File: src/rtl/fifo_pkg.sv
// fifo_pkg: read-mode type, count-width helper and default thresholds for fifo_sync_flex
package fifo_pkg;
  typedef enum logic {FIFO_STD, FIFO_FWFT} fifo_mode_e;
  localparam int DEF_AE_THR = 2;
  localparam int DEF_AF_MARGIN = 2;
  function automatic int cnt_w(input int depth);
    return $clog2(depth + 1);
  endfunction
endpackage

File: src/rtl/sram_dp_1r1w.sv
// sram_dp_1r1w: 1W/1R storage array with registered read data; a colliding read returns the old word
module sram_dp_1r1w #(
  parameter int DEPTH = 8,
  parameter int WIDTH = 8
) (
  input  logic                     clk,
  input  logic                     rstb,
  input  logic                     we,
  input  logic [$clog2(DEPTH)-1:0] wa,
  input  logic [WIDTH-1:0]         wd,
  input  logic                     re,
  input  logic [$clog2(DEPTH)-1:0] ra,
  output logic [WIDTH-1:0]         q
);
  logic [WIDTH-1:0] mem [DEPTH];
  always_ff @(posedge clk)
    if (we) mem[wa] <= wd;
  always_ff @(posedge clk or negedge rstb)
    if (!rstb) q <= '0;
    else if (re) q <= mem[ra];
endmodule

File: src/rtl/fifo_sync_flex.sv
// fifo_sync_flex: single-clock SRAM-backed FIFO with STD or FWFT read, thresholds, occupancy and sticky errors
module fifo_sync_flex
  import fifo_pkg::*;
#(
  parameter int DEPTH  = 8,
  parameter int WIDTH  = 8,
  parameter int FWFT   = 0,
  parameter int AF_THR = DEPTH - DEF_AF_MARGIN,
  parameter int AE_THR = DEF_AE_THR
) (
  input  logic                      clk,
  input  logic                      rstb,
  input  logic                      wr_en,
  input  logic [WIDTH-1:0]          wr_data,
  output logic                      wr_full,
  output logic                      wr_almost_full,
  input  logic                      rd_en,
  output logic [WIDTH-1:0]          rd_data,
  output logic                      rd_val,
  output logic                      rd_empty,
  output logic                      rd_almost_empty,
  output logic [cnt_w(DEPTH)-1:0]   count,
  input  logic                      err_clr,
  output logic                      overflow,
  output logic                      underflow
);
  localparam int AW = $clog2(DEPTH);
  localparam int CW = cnt_w(DEPTH);
  localparam fifo_mode_e MODE = (FWFT != 0) ? FIFO_FWFT : FIFO_STD;
  if (DEPTH < 2 || (DEPTH & (DEPTH - 1)) != 0 || AF_THR < 1 || AF_THR > DEPTH ||
      AE_THR < 0 || AE_THR > DEPTH - 1 || (FWFT != 0 && FWFT != 1)) begin : g_bad_param
    $error("fifo_sync_flex: illegal parameter set");
  end
  logic [AW-1:0]    wr_ptr, rd_ptr, ra;
  logic [CW-1:0]    cnt_next;
  logic             wr_acc, rd_acc, we, re, adv;
  logic [WIDTH-1:0] q;
  assign wr_full  = count == CW'(DEPTH);
  assign rd_empty = count == '0;
  assign wr_acc   = wr_en && !wr_full;
  assign rd_acc   = rd_en && !rd_empty;
  assign cnt_next = count + CW'(wr_acc) - CW'(rd_acc);
  sram_dp_1r1w #(.DEPTH(DEPTH), .WIDTH(WIDTH)) u_mem (
    .clk(clk), .rstb(rstb), .we(we), .wa(wr_ptr), .wd(wr_data), .re(re), .ra(ra), .q(q)
  );
  always_ff @(posedge clk or negedge rstb)
    if (!rstb) begin
      count           <= '0;
      wr_ptr          <= '0;
      rd_ptr          <= '0;
      wr_almost_full  <= 1'b0;
      rd_almost_empty <= 1'b1;
      overflow        <= 1'b0;
      underflow       <= 1'b0;
    end else begin
      count           <= cnt_next;
      wr_ptr          <= we ? wr_ptr + AW'(1) : wr_ptr;
      rd_ptr          <= adv ? rd_ptr + AW'(1) : rd_ptr;
      wr_almost_full  <= cnt_next >= CW'(AF_THR);
      rd_almost_empty <= cnt_next <= CW'(AE_THR);
      overflow        <= (wr_en && wr_full) || (overflow && !err_clr);
      underflow       <= (rd_en && rd_empty) || (underflow && !err_clr);
    end
  if (MODE == FIFO_STD) begin : g_std
    assign we      = wr_acc;
    assign adv     = rd_acc;
    assign re      = rd_acc;
    assign ra      = rd_ptr;
    assign rd_data = q;
    always_ff @(posedge clk or negedge rstb)
      if (!rstb) rd_val <= 1'b0;
      else rd_val <= rd_acc;
  end else begin : g_fwft
    // storage holds count minus the output-register entry; reads look one ahead so the next head is ready at pop
    logic             fwd, st_avail, load;
    logic [WIDTH-1:0] fwd_data;
    assign st_avail = count > CW'(rd_val);
    assign load     = !rd_val || rd_acc;
    assign adv      = load && st_avail;
    assign we       = wr_acc && !(load && !st_avail);
    assign re       = 1'b1;
    assign ra       = adv ? rd_ptr + AW'(1) : rd_ptr;
    always_ff @(posedge clk or negedge rstb)
      if (!rstb) begin
        rd_val   <= 1'b0;
        rd_data  <= '0;
        fwd      <= 1'b0;
        fwd_data <= '0;
      end else begin
        fwd      <= we && wr_ptr == ra;
        fwd_data <= wr_data;
        if (load) begin
          rd_val  <= st_avail || wr_acc;
          rd_data <= st_avail ? (fwd ? fwd_data : q) : (wr_acc ? wr_data : rd_data);
        end
      end
  end
endmodule

File: config.mk
export PLATFORM = sky130hd
export DESIGN_NAME = fifo_sync_flex
export DESIGN_NICKNAME = d
export VERILOG_FILES = /design/src/rtl/fifo_pkg.sv /design/src/rtl/sram_dp_1r1w.sv /design/src/rtl/fifo_sync_flex.sv
export SDC_FILE = /design/constraint.sdc
export NUM_CORES = 1
export LEC_CHECK = 0
export BUFFER_PORTS_ARGS = -buffer_cell sky130_fd_sc_hd__buf_2
export CAP_MARGIN = 20
export CORE_MARGIN = 10
export CORE_UTILIZATION = 54
export CTS_CLUSTER_DIAMETER = 60
export CTS_CLUSTER_SIZE = 10
export DETAILED_ROUTE_END_ITERATION = 16
export GPL_ROUTABILITY_DRIVEN = 0
export PLACE_DENSITY = 0.8
export SYNTH_ARGS = -nofsm -noshare
export SYNTH_HDL_FRONTEND = slang
export SYNTH_SLANG_ARGS = --single-unit
File: constraint.sdc
create_clock -name clk -period 4.8 [get_ports clk]
set_input_delay 0.24 -clock clk [delete_from_list [all_inputs] [get_ports clk]]
set_output_delay 0.24 -clock clk [all_outputs]
set_load 0.05 [all_outputs]
Word-level counts from Yosys, hierarchy flattened --
Memories as Yosys holds them, arrays and structs flattened. A register that Yosys moved wholly into a read port is not among the register bits. Cells that the tools add are included.
Cells by class: $add $sub $neg 4, magnitude comparators 2, mux-type cells 2, equal/unequal tests 1, reductions and logical operators 13
Operators with widths (count):
- adder 3 x 1 -> 3 bit, second input constant | 2
- logical AND 1 bit | 6
- adder 4 x 1 -> 4 bit | 1
- == test 4 bit, second input constant | 1
- >= comparator 4 x 3 -> 1 bit, second input constant | 1
- less-or-equal comparator 4 x 2 -> 1 bit, second input constant | 1
- zero test 1 bit | 4
- zero test 4 bit | 1
- subtractor 4 x 1 -> 4 bit | 1
- logical OR 1 bit | 2
- two-way mux 1 bit | 2
Word-level totals: word-level logic and storage cells 31, bits in registers 15, input port bits 13, memory bits (writable) 64, output and inout bits 19, memories 1
Memory list:
- u_mem.mem | words 8, width 8, rd ports 1, clocked after memory_dff 1, wr ports 1, RTL line sram_dp_1r1w.sv:15 | logic [WIDTH-1:0] mem [DEPTH];

Logic depth before layout (Yosys ltp) --
depth after elaboration 6, depth in mapped cells 13, mapped depth without buffers 12

Cells and area by module --
Synthesis repeated with hierarchy kept, for this count alone.
Second synthesis, totals: cells, all modules 231, area total of the unflattened synthesis 3607.2 sq um
Modules (own cells, without submodules):
- sram_dp_1r1w | seq. area each 2122.0 sq um, cells each 169, area an instance 2861.5 sq um, instances 1
- fifo_sync_flex | seq. area each 376.6 sq um, cells each 62, area an instance 745.7 sq um, instances 1

Worst setup path after synthesis --
Ideal clock, no wire load.
path type reg2reg, start point register count[2], end point register rd_almost_empty, data arrival time 3.239 ns, required time 4.711 ns, buffers on the path 1, clock period less this slack 3.328 ns, library setup time 0.089 ns, cell stages (with the launch flop) 14, path slack 1.472 ns, cells stage by stage dfrtp_1 -> inv_1 -> ha_1 -> nor3b_2 -> nand2b_2 -> inv_2 -> buf_6 -> ha_1 -> inv_1 -> ha_1 -> inv_1 -> fa_1 -> xnor2_1 -> a211oi_1
On the way: elaborated cells between the ends (all ways) 9, classes of those cells add/sub: 2; order compare: 1; eq/ne: 1; reduce/logical: 5
RTL lines:
- start, declared | RTL line fifo_sync_flex.sv:22 | output logic [cnt_w(DEPTH)-1:0] count,
- start signal, assigned | RTL line fifo_sync_flex.sv:56 | count <= cnt_next;
- zero test 4 bit | RTL line fifo_sync_flex.sv:39 | assign rd_empty = count == '0;
- via rd_empty | RTL line fifo_sync_flex.sv:20 | output logic rd_empty,
- zero test 1 bit | RTL line fifo_sync_flex.sv:41 | assign rd_acc = rd_en && !rd_empty;
- logical AND 1 bit | RTL line fifo_sync_flex.sv:41
- via adv | RTL line fifo_sync_flex.sv:36 | logic wr_acc, rd_acc, we, re, adv;
- subtractor 4 x 1 -> 4 bit | RTL line fifo_sync_flex.sv:42 | assign cnt_next = count + CW'(wr_acc) - CW'(rd_acc);
- via cnt_next[2] | RTL line fifo_sync_flex.sv:35 | logic [CW-1:0] cnt_next;
- less-or-equal comparator 4 x 2 -> 1 bit | RTL line fifo_sync_flex.sv:60 | rd_almost_empty <= cnt_next <= CW'(AE_THR);
- end signal, assigned | RTL line fifo_sync_flex.sv:60
- end, declared | RTL line fifo_sync_flex.sv:21 | output logic rd_almost_empty,
The timed path passes the listed nets, and every way through them passes these cells. A chain may end at the register's enable or synchronous reset.

Worst setup path in the final report --
start point register count[2], end point register rd_almost_empty
On the way: cells in the longest elaborated chain, start to end 6, elaborated cells between the ends (all ways) 9, classes of those cells add/sub: 2; order compare: 1; eq/ne: 1; reduce/logical: 5
Ends and longest elaborated chain:
- == test 4 bit | RTL line fifo_sync_flex.sv:38 | assign wr_full = count == CW'(DEPTH);
- zero test 1 bit | RTL line fifo_sync_flex.sv:40 | assign wr_acc = wr_en && !wr_full;
- logical AND 1 bit | RTL line fifo_sync_flex.sv:40
- adder 4 x 1 -> 4 bit | RTL line fifo_sync_flex.sv:42
- subtractor 4 x 1 -> 4 bit (*) | RTL line fifo_sync_flex.sv:42
- via cnt_next[2] | RTL line fifo_sync_flex.sv:35
- less-or-equal comparator 4 x 2 -> 1 bit (*) | RTL line fifo_sync_flex.sv:60
Mark *: on every way through the listed nets, which the timed path passes. The rest lies on a longest branch.

==> flow_summary.ini <==
[logic_synthesis]
yosys_most_used_dff = edfxtp_1
yosysTopAreaCell = edfxtp_1
synth_enable_flop_cells = 64
ys_ff_latch = 87
yosys.area.top_type_share_pct = 54.2
syn_nets = 254
seq_area_frac_synth_pct = 70.4
synthCells = 232
synth_cell_type_count = 29
synthArstFlopShare_pct = 26.4
ys_warn_count = 0
synth_area_per_cell_um2 = 15.3
synthTopCellsByCount = 64 x edfxtp_1, 32 x mux2i_1, 30 x nand2_1, 22 x dfrtp_1, 16 x a22oi_1
synth.area.top_cells = edfxtp_1 54%, dfrtp_1 16%, mux2i_1 9.0%
synthMostInstantiatedCell = edfxtp_1
netlist_area_mm2 = 0.00355

[route]
wl_met3_um = 502
antenna_left = 0
first_pass_iters = 4
vias = 1890
via_per_inst = 5.40
top_layer = met4
wl_met1_mm = 2.63
dr.first_iter.drc_count = 99
drt_wl_total_mm = 6.19
route.detailed.drc = 0
routed-wl-met2_mm = 2.94
wl_per_cell_um = 17.7

[run_status]
outcome = finished, final reports clean

[layout]
area_growth_pct = 10.8
fill_cells = 458
drive_gt1_share_pct = 20.5
fin_nets = 290
fin_util_pct = 61.9
antenna_cells = 0

[power]
power_leakage_uw = 0.00159
p_per_area_mw_per_mm2 = 657
ir_worst_vdd_uv = 492

[cts]
cts_hold_buf = 1
cts_buffers = 9
cts.sinks = 87
clk_pin_slew_worst_paths_ns = 0.09
cts_tree = done
clk_path_buf_depth = 2
cts_max_level = 3
cts-root-buf = clkbuf_8
post_cts_buffers = 0
ctsResizeCount = 0
clk_latency_ns = 0.35

[setup_path]
path_class = reg2reg
critPathCaptureType = flip-flop
crit_path_start_kind = flip-flop
cp.required_ns = 5.07
cp_max_fo = 12
arrival_ns = 3.05

[timing]
tns_ns = 0
slew_headroom_pct = 41.2
finalMaxSlewViolations = 0
fmax_mhz = 359
skew_ns = 0.00704
timing.final.crit_share_pct = 58.0
rsz0062_at_grt = no
min_period_ns = 2.78
worstMarginPinSlew_ns = 0.878
setup_violations = 0
hold_ws_ns = 0.0776
finalHoldViolCount = 0

[floorplanning]
die_area_mm2 = 0.0102
die_x_um = 101
initial_core_util_pct = 55.9
pin_count = 32
core_mm2 = 0.00635
chipHeight_um = 101
row_count = 29

[global_route]
grt_pass1_wl_mm = 9.40
grt_use_total_pct = 12.3
grt-ovfl-total = 0
grt_max_degree = 35
grt_pass1_vias = 1866
antenna_found_initial = 0

[hold_path]
hold_path_class = in2reg

[placed_design]
hpwl_mm = 4.02
port_buffers = 31

[job]
maxCapViolations = 0
[cell type report]
type / instances / area (um^2) / area share, %
flip-flops and latches: 87 / 2500 / 63.6
clock buffers: 9 / 124 / 3.15
clock inverters: 7 / 72.6 / 1.85
inverters: 11 / 41.3 / 1.05
repair buffers: 34 / 180 / 4.59
multi-input cells: 125 / 916 / 23.3
well taps: 77 / 96.3 / 2.45
[flip-flops by register name (all words and copies together), names as in the netlist]
register / cells
rd_almost_empty: 1
wr_ptr: 3
wr_almost_full: 1
ra: 3
u_mem.mem: 64
overflow: 1
count: 4
rd_val: 1
u_mem.q: 8
underflow: 1
[metal layers]
metal	global-route usage [%]	vias up
met3	5.01	8
met1	14.8	916
met2	18.8	53
li1	-	913
met5	0	-
met4	5.47	0
[path summary, 6_finish.rpt]
kind	start	to	slack, ns	depth (start not counted)
min reg2reg	u_mem.q[7]	u_mem.q[7]	0.48	2
max	count[2]	rd_almost_empty	2.02	12
min	err_clr	overflow	0.08	2
min in group asynchronous	rstb	u_mem.q[2]	0.39	2
max reg2reg	count[2]	rd_almost_empty	2.02	12
max in group asynchronous	rstb	rd_almost_empty	4.04	2
[per-stage QoR]
step           power (uW)  cells  instance area (um^2)  setup WS, ns
3_3_place_gp         2080    333                  3720          2.16
4_1_cts              2600    350                  3930          1.95
3_5_place_dp         2110    333                  3720          2.03
2_1_floorplan        1910    232                  3550          1.47
6_report             2580    350                  3930          2.02
5_1_grt              2730    350                  3930          1.73
[critical path, stage by stage, from the launching register on]
cell	delay (ns)
dfrtp_1	0.38
inv_1	0.10
ha_1	0.15
nor3b_2	0.20
nand2b_2	0.30
inv_2	0.17
ha_1	0.32
inv_1	0.07
ha_1	0.17
inv_1	0.06
fa_1	0.38
xnor2_1	0.17
a211oi_1	0.23
[layout by cell type, fill, tap and decap left out, types with 2 or more instances in the layout]
master and count:
edfxtp_1 64, mux2i_1 32, buf_2 31, nand2_1 30, dfrtp_1 22, a22oi_1 16
inv_1 10, clkbuf_8 9, nand3_1 8, ha_1 8, nor2_1 7, xnor2_1 4
nand2b_1 3, nor3b_2 2, a21o_1 2, o21ai_0 2, nor2b_1 2, clkinvlp_4 2
clkinv_2 2, buf_4 2
[kinds of logic (layout without fill, tap and decap cells)]
kind of cell / after synthesis / after routing / share of synthesized area (%)
flip-flops: 87 / 87 / 70.4
AO/OA/AOI/OAI: 22 / 22 / 4.44
multiplexers: 32 / 32 / 9.03
buffers and inverters: 20 / 61 / 3.88
adder cells (fa/ha/maj): 9 / 9 / 3.39
AND/OR/NAND/NOR: 57 / 57 / 7.58
XOR/XNOR: 5 / 5 / 1.23
[power breakdown]
part / leakage [uW] / internal, uW / total, uW / switching (uW)
combinational: 0.000643 / 322 / 998 / 676
sequential: 0.000856 / 991 / 1090 / 96.7
clock: 0.0000956 / 241 / 497 / 256
Note: power is estimated with default switching activity, not from simulation.
